**config.mk**
```make
export PLATFORM = sky130hd
export DESIGN_NAME = sad_tree_pipe
export DESIGN_NICKNAME = d
export VERILOG_FILES = /design/src/rtl/sad_tree_pipe.sv
export SDC_FILE = /design/constraint.sdc
export NUM_CORES = 1
export LEC_CHECK = 0
export ABC_AREA = 1
export CAP_MARGIN = 10
export CELL_PAD_IN_SITES_DETAIL_PLACEMENT = 0
export CELL_PAD_IN_SITES_GLOBAL_PLACEMENT = 1
export CORE_MARGIN = 5
export CORE_UTILIZATION = 39
export CTS_CLUSTER_DIAMETER = 120
export DETAILED_ROUTE_END_ITERATION = 12
export GPL_TIMING_DRIVEN = 0
export PLACE_DENSITY_LB_ADDON = 0.1
export SLEW_MARGIN = 15
export SYNTH_ARGS = -nofsm -noshare
export SYNTH_HDL_FRONTEND = slang
export SYNTH_SLANG_ARGS = --single-unit
export TNS_END_PERCENT = 30
```
**constraint.sdc**
```tcl
create_clock -name Clk -period 3.79 [get_ports Clk]
set_clock_uncertainty 0.1 [all_clocks]
set_input_delay 0.758 -clock Clk [delete_from_list [all_inputs] [get_ports Clk]]
set_output_delay 0.758 -clock Clk [all_outputs]
set_load 0.005 [all_outputs]
```
**src/rtl/sad_tree_pipe.sv**
```systemverilog
// Pipelined sum-of-absolute-differences engine: per-pixel |a-b|, registered adder tree,
// per-block saturating accumulator and running minimum (best-match) tracker.
module sad_tree_pipe #(
  parameter int NUM_PIX = 16,
  parameter int PIX_W   = 8,
  parameter int ROW_W   = 4,
  parameter int IDX_W   = 8,
  localparam int LVL    = $clog2(NUM_PIX),
  localparam int SUM_W  = PIX_W + LVL + ROW_W
) (
  input  logic                     Clk,
  input  logic                     Reset,
  input  logic                     in_valid,
  output logic                     in_ready,
  input  logic [NUM_PIX*PIX_W-1:0] in_a,
  input  logic [NUM_PIX*PIX_W-1:0] in_b,
  input  logic                     in_last,
  input  logic                     clear_min,
  output logic                     out_valid,
  input  logic                     out_ready,
  output logic [SUM_W-1:0]         out_sad,
  output logic                     out_sat,
  output logic [IDX_W-1:0]         out_idx,
  output logic [SUM_W-1:0]         best_sad,
  output logic [IDX_W-1:0]         best_idx
);

  localparam int TREE_W = PIX_W + LVL;
  localparam logic [SUM_W-1:0] SUM_MAX = {SUM_W{1'b1}};

  logic              en;
  logic [LVL:0]      vld_d, vld_q, lst_d, lst_q;
  logic [TREE_W-1:0] tree_sum;

  logic [SUM_W-1:0]  acc_d, acc_q, out_sad_d, out_sad_q, best_sad_d, best_sad_q;
  logic              sat_d, sat_q, first_d, first_q;
  logic              out_sat_d, out_sat_q, out_valid_d, out_valid_q;
  logic [IDX_W-1:0]  blk_idx_d, blk_idx_q, out_idx_d, out_idx_q, best_idx_d, best_idx_q;
  logic [SUM_W:0]    sum_ext;
  logic [SUM_W-1:0]  sum_clamp;
  logic              sum_ovf, sat_new, load;

  // The whole pipeline freezes while a result is waiting to be consumed.
  assign en       = ~out_valid_q | out_ready;
  assign in_ready = en;

  // Valid and last markers travel alongside the data through every tree stage.
  always_comb begin
    if (en) begin
      vld_d = {vld_q[LVL-1:0], in_valid};
      lst_d = {lst_q[LVL-1:0], in_last};
    end else begin
      vld_d = vld_q;
      lst_d = lst_q;
    end
  end

  always_ff @(posedge Clk or negedge Reset) begin
    if (!Reset) begin
      vld_q <= {(LVL+1){1'b0}};
      lst_q <= {(LVL+1){1'b0}};
    end else begin
      vld_q <= vld_d;
      lst_q <= lst_d;
    end
  end

  // Level 0 holds per-pixel differences; level j holds NUM_PIX>>j partial sums of PIX_W+j bits.
  for (genvar j = 0; j <= LVL; j++) begin : g_lvl
    localparam int N = NUM_PIX >> j;
    localparam int W = PIX_W + j;
    logic [W-1:0] s_d [N];
    logic [W-1:0] s_q [N];

    if (j == 0) begin : g_abs
      always_comb begin
        for (int k = 0; k < N; k++) begin
          if (!en) begin
            s_d[k] = s_q[k];
          end else if (in_a[k*PIX_W +: PIX_W] >= in_b[k*PIX_W +: PIX_W]) begin
            s_d[k] = in_a[k*PIX_W +: PIX_W] - in_b[k*PIX_W +: PIX_W];
          end else begin
            s_d[k] = in_b[k*PIX_W +: PIX_W] - in_a[k*PIX_W +: PIX_W];
          end
        end
      end
    end else begin : g_add
      always_comb begin
        for (int k = 0; k < N; k++) begin
          if (en) begin
            s_d[k] = {1'b0, g_lvl[j-1].s_q[2*k]} + {1'b0, g_lvl[j-1].s_q[2*k+1]};
          end else begin
            s_d[k] = s_q[k];
          end
        end
      end
    end

    always_ff @(posedge Clk or negedge Reset) begin
      if (!Reset) begin
        for (int k = 0; k < N; k++) s_q[k] <= {W{1'b0}};
      end else begin
        s_q <= s_d;
      end
    end
  end

  assign tree_sum = g_lvl[LVL].s_q[0];

  // Accumulate, emit block results and track the smallest result since clear_min.
  always_comb begin
    sum_ext = {(SUM_W+1){1'b0}};
    sum_ext[TREE_W-1:0] = tree_sum;
    if (first_q) begin
      sum_ext = sum_ext;
    end else begin
      sum_ext = sum_ext + {1'b0, acc_q};
    end
    sum_ovf   = sum_ext[SUM_W];
    sum_clamp = sum_ovf ? SUM_MAX : sum_ext[SUM_W-1:0];
    sat_new   = sum_ovf | (~first_q & sat_q);
    load      = en & vld_q[LVL];

    acc_d       = acc_q;
    sat_d       = sat_q;
    first_d     = first_q;
    out_sad_d   = out_sad_q;
    out_sat_d   = out_sat_q;
    out_idx_d   = out_idx_q;
    out_valid_d = out_valid_q & ~out_ready;
    blk_idx_d   = blk_idx_q;
    best_sad_d  = best_sad_q;
    best_idx_d  = best_idx_q;

    if (load && lst_q[LVL]) begin
      acc_d       = {SUM_W{1'b0}};
      sat_d       = 1'b0;
      first_d     = 1'b1;
      out_sad_d   = sum_clamp;
      out_sat_d   = sat_new;
      out_idx_d   = blk_idx_q;
      out_valid_d = 1'b1;
      blk_idx_d   = blk_idx_q + IDX_W'(1);
      if (sum_clamp < best_sad_q) begin
        best_sad_d = sum_clamp;
        best_idx_d = blk_idx_q;
      end else begin
        best_sad_d = best_sad_q;
        best_idx_d = best_idx_q;
      end
    end else if (load) begin
      acc_d   = sum_clamp;
      sat_d   = sat_new;
      first_d = 1'b0;
    end else begin
      acc_d = acc_q;
    end

    // A clear in the same cycle as a load wins for the tracker; the loaded result keeps its index.
    if (clear_min) begin
      best_sad_d = SUM_MAX;
      best_idx_d = {IDX_W{1'b0}};
      blk_idx_d  = {IDX_W{1'b0}};
    end else begin
      blk_idx_d = blk_idx_d;
    end
  end

  always_ff @(posedge Clk or negedge Reset) begin
    if (!Reset) begin
      acc_q       <= {SUM_W{1'b0}};
      sat_q       <= 1'b0;
      first_q     <= 1'b1;
      out_sad_q   <= {SUM_W{1'b0}};
      out_sat_q   <= 1'b0;
      out_idx_q   <= {IDX_W{1'b0}};
      out_valid_q <= 1'b0;
      blk_idx_q   <= {IDX_W{1'b0}};
      best_sad_q  <= SUM_MAX;
      best_idx_q  <= {IDX_W{1'b0}};
    end else begin
      acc_q       <= acc_d;
      sat_q       <= sat_d;
      first_q     <= first_d;
      out_sad_q   <= out_sad_d;
      out_sat_q   <= out_sat_d;
      out_idx_q   <= out_idx_d;
      out_valid_q <= out_valid_d;
      blk_idx_q   <= blk_idx_d;
      best_sad_q  <= best_sad_d;
      best_idx_q  <= best_idx_d;
    end
  end

  assign out_valid = out_valid_q;
  assign out_sad   = out_sad_q;
  assign out_sat   = out_sat_q;
  assign out_idx   = out_idx_q;
  assign best_sad  = best_sad_q;
  assign best_idx  = best_idx_q;

endmodule

```
==> results of run 1 <==
-- cell usage in the layout (no fill, tap or decap), types with 8 or more instances in the layout --
cell               n
dfstp_2           17
xor2_1           124
a211oi_1          18
o221ai_1          53
o21ai_1            9
o21bai_1          12
clkdlybuf4s50_1  311
nor2_1           255
nand2_1          978
nand3_1          124
xnor2_1           20
mux2i_1           11
fa_1              47
clkinv_2           8
inv_2             19
nand2_2           14
and3_1            16
clkbuf_16         45
o21ai_0          263
a31oi_1           34
nand2_4           12
ha_1             397
nand4_1           35
o22ai_1           19
o31ai_1           34
a21o_1            11
o211ai_1          33
dfrtp_1          343
a22o_1            16
or2_2             13
inv_1            495
nor3_1            10
a21oi_1          267
clkbuf_1         116
clkbuf_8           9
-- per-stage QoR --
step	hold slack [ns]	area [um^2]	setup TNS [ns]	setup slack (ns)
after floorplan	0.342	29500	0	0.258
after global placement	0.354	33800	-5131.18	-14.49
after detailed placement	0.360	33900	-20.68	-0.637
after CTS	0.374	35400	0	0.0523
after global routing	0.396	35500	0	0.00253
final	0.371	35500	0	0.135
-- worst max-delay path: cells and delay by family --
family | cells | cell delay, ns
buffers and inverters | 5 | 1.74
and+or+nand+nor | 1 | 0.28
-- layout make-up --
cell class,count,share of cell area
Buffer,122,0.0144
Clock buffer,64,0.0360
Clock inverter,11,0.00307
Inverter,517,0.0547
Multi-Input combinational cell,2863,0.511
Sequential cell,360,0.255
Tap cell,969,0.0342
Timing Repair Buffer,320,0.0923
-- state kept, by name, summed over array words and instances (netlist names) --
register   flops
g_lvl.s_q    274
acc_q         16
best_sad      16
out_sad       16
best_idx       8
blk_idx_q      8
out_idx        8
lst_q          5
vld_q          5
first_q        1
out_sat        1
out_valid      1
sat_q          1
-- report_power, final --
part           switching, mW  leakage (nW)  internal [mW]
logic                   8.09          12.7           5.44
clock network           1.67         0.689           2.46
registers               1.22          4.30           5.67
-- logic make-up (layout without fill, tap and decap cells) --
kind of cell	Yosys count	in the layout	synth area share
DFF	360	360	0.306
and+or+nand+nor	1478	1478	0.208
AOI/OAI and AO/OA	783	783	0.154
adders and majority gates	447	447	0.202
buffers and inverters	640	1034	0.0825
xor gates and xnor gates	144	144	0.0428
muxes	11	11	0.00374
-- what timing repair did --
item	in CTS	in global routing
hold buffers	1	0
pin swaps	1	3
resized for setup	12	20
setup buffers	2	1
setup endpoints to repair	25	24
endpoints found under the hold margin	3	0
cloned	0	0
-- per-layer routing --
metal,global-route usage,share of wire
met1,0.293,0.47
met2,0.356,0.46
met3,0.0240,0.039
met4,0.0470,0.022
met5,0,0
-- path summary, 6_finish.rpt --
| check | endpoint | slack, ns | depth (start not counted) |
|---|---|---|---|
| worst max-delay path | in_ready | 0.13 | 6 |
| worst min-delay path | lst_q[3] | 0.37 | 2 |
| worst max register to register | best_sad[13] | 0.21 | 23 |
| worst min register to register | lst_q[3] | 0.37 | 2 |
| max in group asynchronous | g_lvl[0].s_q[92] | 1.68 | 4 |
| min in group asynchronous | best_idx[5] | 0.60 | 2 |
==> results.py, run 1 <==
metrics = {
    "worst_setup_path": {
        "path_cells": "clkdlybuf4s50_1 -> nor2_4 -> buf_2 -> inv_2 -> clkbuf_4 -> clkdlybuf4s50_1",
        "cp_max_fo": 19,
        "crit_slowest_cell": "clkdlybuf4s50_1",
        "cp-start-kind": "primary input",
        "criticalPathCategory": "in -> out",
        "slowest_delay_ns": 0.52,
        "cp_data_required_time_ns": 2.93,
        "crit_top_cell": "clkdlybuf4s50_1",
        "cp-startpoint": "out_ready",
        "worst_setup_path_end_kind": "output pin",
        "r2r_start": "acc_q[0]",
        "arrival_ns": 2.80,
    },
    "placement": {
        "dp_cells": 5148,
        "hpwl_mm": 68.9,
        "io_buffers": 312,
        "place_congestion": 0.871,
    },
    "cells_and_area": {
        "drive_above_1_share": 0.0430,
        "ff_latch_area_mm2": 0.00903,
        "area_delta_synth_final_pct": 20.4,
        "diodes": 0,
        "final_nets": 4935,
        "multi_input_comb_area_mm2": 0.0181,
        "utilization": 0.475,
        "stdcell_count": 5226,
        "n_fill_cell": 7662,
    },
    "floorplan": {
        "die-width_um": 285,
        "start_util": 0.394,
        "die_h_um": 285,
        "dieArea_mm2": 0.0812,
        "core-area_mm2": 0.0747,
        "io_pins": 313,
        "num_rows": 100,
    },
    "timing": {
        "slew-limit-headroom": 0.145,
        "fmax_ghz": 0.274,
        "rsz0062_at_grt": "false",
        "drv_slew": 0,
        "finalHoldViolations": 0,
        "tightestPinTransition_ns": 1.28,
        "setup_viol": 0,
        "period_share": 0.964,
        "period_needed_ns": 3.66,
    },
    "min_path": {
        "hp-start": "lst_q[2]",
        "hold_class": "reg -> reg",
    },
    "synthesis": {
        "synth.top_cells.by_area": "dfrtp_1, ha_1, nand2_1, inv_1, a21oi_1",
        "ys_top_cells_by_count": "nand2_1, inv_1, ha_1, dfrtp_1, a21oi_1",
        "synthArstFlopShare": 1.00,
        "yosysMostFrequentCell": "nand2_1",
        "ys_seq_elements": 360,
        "synth-edff-count": 0,
        "synth_top_cell_by_area": "dfrtp_1",
        "yosysUniqueCellTypes": 53,
        "syn_nets": 4572,
        "synthCells": 3863,
        "netlist_area_mm2": 0.0295,
        "yosysWarnings": 0,
        "synth_top_area_share": 0.291,
        "yosysSeqAreaShare": 0.306,
        "yosys_most_used_dff": "dfrtp_1",
        "avgSynthCellArea_um2": 7.63,
    },
    "clocking": {
        "clk_latency_ns": 0.57,
        "cts_tree": "done",
        "cts_max_level": 2,
        "root_buffer": "clkbuf_16",
        "cts_buffer_depth": 3,
        "cts.sinks": 360,
        "cts_buffers": 42,
        "clk_pin_slew_ns": 0.06,
    },
    "routing": {
        "wl_per_cell_um": 16.7,
        "firstDrtPassIters": 5,
        "final_antenna_net_count": 0,
        "vias": 26292,
        "drt_iter0_drc": 1120,
        "vias_per_cell": 5.03,
        "wl_mm": 87.5,
        "drc": 0,
    },
    "global_routing": {
        "grt_max_degree": 95,
        "grt_pass1_wl_mm": 140,
        "antenna_found_initial": 1,
        "grt_pass1_vias": 26184,
        "track_usage": 0.211,
        "gr-total-overflow": 0,
    },
    "power": {
        "peakVddDrop_uv": 377,
        "p_total_mw": 24.5,
        "power_per_cell_area_mw_per_mm2": 692,
        "power_leakage_nw": 17.7,
    },
    "job": {
        "max_cap_violations": 0,
    },
    "outcome": {
        "outcome": "finished clean",
    },
}
Power figures use the tool's default switching activity.
==> inputs of run 2 (changes only) <==
Settings changed: ABC_AREA 1 to not set, CORE_UTILIZATION 39 to 40.
==> results.py, run 2 <==
metrics = {
    "worst_setup_path": {
        "cp_max_fo": 9,
        "cp_data_required_time_ns": 4.18,
        "path_cells": "ha_4 -> fa_2 -> a21o_1 -> a21oi_4 -> o21a_1 -> o211ai_1 -> and2_1 -> buf_8 -> o22a_4 -> ha_4 -> a21o_1 -> a21o_1 -> a21oi_2 -> a211o_1 -> nor3_2 -> a211oi_2 -> buf_4 -> buf_12 -> o211ai_1 -> o211ai_1",
        "slowest_delay_ns": 0.43,
        "crit_slowest_cell": "dfrtp_1",
        "worst_setup_path_end_kind": "flip-flop",
        "arrival_ns": 4.48,
        "cp-start-kind": "flip-flop",
        "criticalPathCategory": "reg -> reg",
    },
    "floorplan": {
        "dieArea_mm2": 0.0791,
        "start_util": 0.403,
        "io_pins": 313,
        "core-area_mm2": 0.0730,
        "die_h_um": 281,
        "die-width_um": 281,
        "num_rows": 99,
    },
    "global_routing": {
        "track_usage": 0.212,
        "grt_pass1_vias": 24921,
        "gr-total-overflow": 0,
        "grt_max_degree": 103,
        "antenna_found_initial": 2,
        "grt_pass1_wl_mm": 135,
    },
    "placement": {
        "dp_slack_ns": -1.60,
        "place_area_mm2": 0.0339,
        "io_buffers": 311,
        "hpwl_mm": 66.3,
        "place_congestion": 0.862,
    },
    "synthesis": {
        "synthArstFlopShare": 1.00,
        "yosysMostFrequentCell": "inv_1",
        "yosysUniqueCellTypes": 77,
        "yosys_most_used_dff": "dfrtp_1",
        "yosysSeqAreaShare": 0.307,
        "yosysWarnings": 0,
        "syn_nets": 4156,
        "avgSynthCellArea_um2": 8.54,
        "synthCells": 3447,
        "synth.top_cells.by_area": "dfrtp_1, ha_1, inv_1, nand2_1, a21oi_1",
        "synth_top_area_share": 0.292,
        "synth-edff-count": 0,
        "ys_seq_elements": 360,
        "netlist_area_mm2": 0.0294,
        "synth_top_cell_by_area": "dfrtp_1",
        "ys_top_cells_by_count": "inv_1, ha_1, nand2_1, dfrtp_1, a21oi_1",
    },
    "cells_and_area": {
        "final_nets": 4535,
        "area_delta_synth_final_pct": 21.5,
        "largest_register_ff_count": 274,
        "multi_input_comb_area_mm2": 0.0186,
        "final_area_mm2": 0.0358,
        "n_fill_cell": 7349,
        "drive_above_1_share": 0.0552,
        "mostFrequentLayoutCells": "inv_1, ha_1, nand2_1",
        "ff_latch_area_mm2": 0.00903,
        "layout_commonest_cell": "inv_1",
        "diodes": 0,
        "regMostFlops": "g_lvl.s_q",
    },
    "timing": {
        "worst_slack_ns": -0.305,
        "rsz0062_at_grt": "true",
        "whs_ns": 0.0513,
        "fin_tns_setup_ns": -6.63,
        "finalHoldViolations": 0,
        "period_share": 1.08,
        "drv_slew": 0,
        "setup_viol": 24,
        "tightestPinTransition_ns": 1.25,
        "slew-limit-headroom": 0.164,
        "period_needed_ns": 4.09,
        "fmax_ghz": 0.244,
    },
    "clocking": {
        "root_buffer": "clkbuf_16",
        "cts_tree": "done",
        "clk_pin_slew_ns": 0.06,
        "clk_latency_ns": 0.57,
        "cts.sinks": 360,
        "cts_buffer_depth": 3,
        "cts_max_level": 2,
        "cts_buffers": 44,
        "cts-hold-fix-buffers": 0,
    },
    "min_path": {
        "hold_class": "in -> async",
    },
    "routing": {
        "drc": 0,
        "wl_per_cell_um": 17.9,
        "vias": 24966,
        "drt_iter0_drc": 1076,
        "vias_per_cell": 5.19,
        "final_antenna_net_count": 0,
        "firstDrtPassIters": 5,
        "wl_mm": 86.0,
    },
    "power": {
        "peakVddDrop_uv": 453,
        "power_leakage_nw": 17.2,
        "p_total_mw": 25.6,
        "power_per_cell_area_mw_per_mm2": 715,
    },
    "job": {
        "max_cap_violations": 0,
    },
    "outcome": {
        "outcome": "finished with violations",
        "violations": "negative setup slack",
    },
}
[run 2: changes by cell type after synthesis, moves of 61 or more]
cell,delta
nand2_1,-592
xor2_1,-61
mux2i_1,+81
o21ai_0,-72
inv_1,-62
nand3_1,-73
[run 2: per-layer routing]
metal	vias to the layer above	global-route usage	share of wire	wire length, um
li1	12631	-	-	-
met1	11854	0.273	0.44	38100
met2	382	0.379	0.50	42800
met3	97	0.0260	0.035	3020
met4	2	0.0502	0.024	2060
met5	-	0	0.000081	7
[run 2: logic make-up (layout without fill, tap and decap cells)]
kind of cell	after synthesis	after routing	share of synthesized area
flip-flops	360	360	0.307
buffers and inverters	537	946	0.0694
AND/OR/NAND/NOR	923	923	0.139
AO/OA/AOI/OAI	932	932	0.203
multiplexers	107	107	0.0374
adder cells (fa/ha/maj)	447	447	0.202
XOR/XNOR	141	141	0.0420
[run 2: path summary, 6_finish.rpt]
check	startpoint	endpoint	slack, ns	depth (start not counted)
worst min register to register	lst_q[2]	lst_q[2]	0.37	2
worst min-delay path	Reset	out_sad[5]	0.05	1
max in group asynchronous	Reset	g_lvl[1].s_q[1]	2.10	3
worst max register to register	g_lvl[4].s_q[0]	best_sad[13]	-0.30	20
worst max-delay path	g_lvl[4].s_q[0]	best_sad[13]	-0.30	20
min in group Clk	lst_q[2]	lst_q[2]	0.37	2
[run 2: per-stage QoR]
stage | std cells | utilization
after CTS | 4809 | 0.488
after detailed placement | 4721 | 0.465
after floorplan | 3447 | -
after global routing | 4815 | 0.490
after global placement | 4717 | 0.463
final | 4815 | 0.490
[run 2: timing repair]
item                                   in CTS  in global routing
endpoints found under the hold margin       0                  0
cloned                                      1                  0
pin swaps                                  17                 17
setup endpoints to repair                  35                 31
buffers inserted                           14                  6
gates resized for setup                    37                 18
[run 2: area by class of cell]
cell class                      count  share of cell area
Clock inverter                     15             0.00444
Timing Repair Buffer              336              0.0946
Tap cell                          959              0.0336
Sequential cell                   360               0.252
Buffer                            100              0.0128
Clock buffer                       61              0.0351
Inverter                          434              0.0457
Multi-Input combinational cell   2550               0.521
[run 2: power breakdown]
| group | leakage (nW) | internal (mW) | switching, mW |
|---|---|---|---|
| Combinational | 12.2 | 6.45 | 8.08 |
| Sequential | 4.26 | 5.63 | 1.19 |
| Clock | 0.698 | 2.51 | 1.70 |
| Total | 17.2 | 14.6 | 11.0 |
[run 2: critical path: cells and delay by family (launching register included)]
| family | cells | cell delay, ns |
|---|---|---|
| flip-flops | 1 | 0.43 |
| AND/OR/NAND/NOR | 2 | 0.28 |
| AO/OA/AOI/OAI | 12 | 1.99 |
| adder cells (fa/ha/maj) | 3 | 0.75 |
| buffers and inverters | 3 | 0.46 |
==> inputs of run 3 (changes only) <==
Settings changed: CORE_UTILIZATION 40 to 44, CTS_CLUSTER_SIZE set to 28.
Clock period 3.79 ns to 4.6 ns, I/O delays scaled along.
==> results.py, run 3 (synthesized netlist as in run 2, its figures left out) <==
metrics = {
    "outcome": {
        "outcome": "finished clean",
    },
    "timing": {
        "worst_slack_ns": 0.134,
        "setup_viol": 0,
        "fmax_ghz": 0.224,
        "period_share": 0.971,
        "rsz0062_at_grt": "false",
        "drv_slew": 0,
        "period_needed_ns": 4.47,
        "slew-limit-headroom": 0.205,
        "finalHoldViolations": 0,
        "tightestPinTransition_ns": 1.19,
    },
    "worst_setup_path": {
        "r2r_end": "best_sad[8]",
        "crit_top_cell": "clkdlybuf4s50_1",
        "crit_end": "in_ready",
        "cp_data_required_time_ns": 3.58,
        "critical-path-top-delay-family": "buffers and inverters",
        "path_depth": 6,
        "critical_path_buf_inv_count": 5,
        "reg2reg_slack_ns": 0.22,
        "path_cells": "clkdlybuf4s50_1 -> nor2b_1 -> clkbuf_1 -> inv_4 -> buf_1 -> clkdlybuf4s50_1",
        "worst_setup_path_end_kind": "output pin",
        "criticalPathCategory": "in -> out",
        "worst-r2r-cell-count": 17,
        "cp_max_fo": 24,
        "arrival_ns": 3.45,
        "r2r_start": "g_lvl[4].s_q[0]",
        "cp-startpoint": "out_ready",
        "cp-start-kind": "primary input",
        "slowest_delay_ns": 0.67,
        "crit_slowest_cell": "clkdlybuf4s50_1",
    },
    "clocking": {
        "cts_buffer_depth": 3,
        "cts_max_level": 1,
        "root_buffer": "clkbuf_16",
        "cts.sinks": 360,
        "cts_buffers": 17,
        "cts_tree": "done",
        "clk_latency_ns": 0.53,
        "clk_pin_slew_ns": 0.11,
        "cts-hold-fix-buffers": 0,
    },
    "placement": {
        "hpwl_mm": 66.1,
        "io_buffers": 311,
        "place_congestion": 0.923,
        "dp_slack_ns": -0.996,
        "dp_cells": 4625,
    },
    "routing": {
        "wl_met3_mm": 2.56,
        "firstDrtPassIters": 5,
        "drc": 0,
        "final_antenna_net_count": 0,
        "vias_per_cell": 5.45,
        "wl_per_cell_um": 18.0,
        "vias": 25372,
        "wl_mm": 84.0,
        "drt_iter0_drc": 1474,
        "top_layer": "met4",
        "wl_met2_mm": 42.5,
        "routedLengthMet1_mm": 36.8,
    },
    "cells_and_area": {
        "utilization": 0.520,
        "mostFrequentLayoutCells": "inv_1, ha_1, nand2_1",
        "stdcell_count": 4653,
        "drive_above_1_share": 0.0335,
        "area_delta_synth_final_pct": 16.7,
        "largest_register_ff_count": 274,
        "final_nets": 4493,
        "regMostFlops": "g_lvl.s_q",
        "layout_commonest_cell": "inv_1",
        "diodes": 0,
        "n_fill_cell": 6323,
    },
    "floorplan": {
        "num_rows": 94,
        "io_pins": 313,
        "dieArea_mm2": 0.0722,
        "core-area_mm2": 0.0661,
        "die-width_um": 269,
        "start_util": 0.445,
        "die_h_um": 269,
    },
    "power": {
        "power.net_switching_mw": 8.63,
        "power_frac_clock": 0.095,
        "netSwitchingFraction": 0.455,
        "power_per_cell_area_mw_per_mm2": 553,
        "peakVddDrop_uv": 280,
        "intPower_mw": 10.4,
        "combinationalPowerShare": 0.611,
        "seqPwrFrac": 0.294,
        "power_leakage_nw": 16.6,
    },
    "global_routing": {
        "grt_max_degree": 107,
        "gr-total-overflow": 0,
        "track_usage": 0.227,
        "grt_pass1_vias": 25579,
        "antenna_found_initial": 0,
        "grt_pass1_wl_mm": 134,
    },
    "min_path": {
        "hold_class": "in -> async",
    },
    "job": {
        "max_cap_violations": 0,
    },
}
run 3: cell count changes in the layout (fill, tap and decap cells not counted), moves of 3 or more:
cell,previous run,this run
ha_1,391,398
clkbuf_16,45,17
buf_8,4,1
bufinv_16,3,0
clkbuf_1,74,71
buf_4,19,7
clkbuf_8,7,0
ha_4,7,0
clkinv_2,9,0
run 3: worst min path at each step:
stage,end,from,slack (ns)
2_1_floorplan,lst_q[0],lst_q[0],0.34
3_5_place_dp,vld_q[3],vld_q[3],0.36
5_1_grt,out_sad[15],Reset,0.31
6_report,out_sad[15],Reset,0.26
4_1_cts,out_sad[14],Reset,0.27
3_3_place_gp,vld_q[3],vld_q[3],0.35
run 3: what timing repair did:
item | in CTS | in global routing
cloned | 0 | 1
pin swaps | 2 | 3
setup endpoints to repair | 25 | 25
buffers inserted | 5 | 2
gates resized for setup | 12 | 14
run 3: power groups by stage:
stage,Combinational [mW],Clock (mW),Sequential (mW)
5_1_grt,13.0,1.96,5.73
6_report,11.6,1.80,5.58
4_1_cts,11.6,1.86,5.58
3_5_place_dp,11.4,0,5.64
3_3_place_gp,11.2,0,5.63
2_1_floorplan,8.19,0,5.28
run 3: per-stage QoR:
stage	power [mW]	TNS, ns	hold WS, ns	area, um^2
floorplan	13.5	0	0.339	29400
global placement	16.8	-4704.00	0.353	33600
detailed placement	17.0	-12.21	0.355	33700
CTS	19.0	0	0.267	34300
global route	20.7	0	0.306	34300
finish	19.0	0	0.261	34300
run 3: layout make-up:
class | count | area [um^2] | share of cell area
Multi-Input combinational cell | 2550 | 18400 | 0.537
Inverter | 434 | 1630 | 0.0475
Timing Repair Buffer | 322 | 3260 | 0.0949
Tap cell | 864 | 1080 | 0.0315
Clock buffer | 22 | 444 | 0.0129
Buffer | 99 | 420 | 0.0122
Sequential cell | 360 | 9030 | 0.263
Clock inverter | 2 | 41.3 | 0.00120
run 3: routing by layer:
| layer | vias to the layer above | GRT usage |
|---|---|---|
| met5 | - | 0 |
| met1 | 12382 | 0.298 |
| met4 | 0 | 0.0496 |
| met2 | 413 | 0.413 |
| li1 | 12502 | - |
| met3 | 75 | 0.0157 |
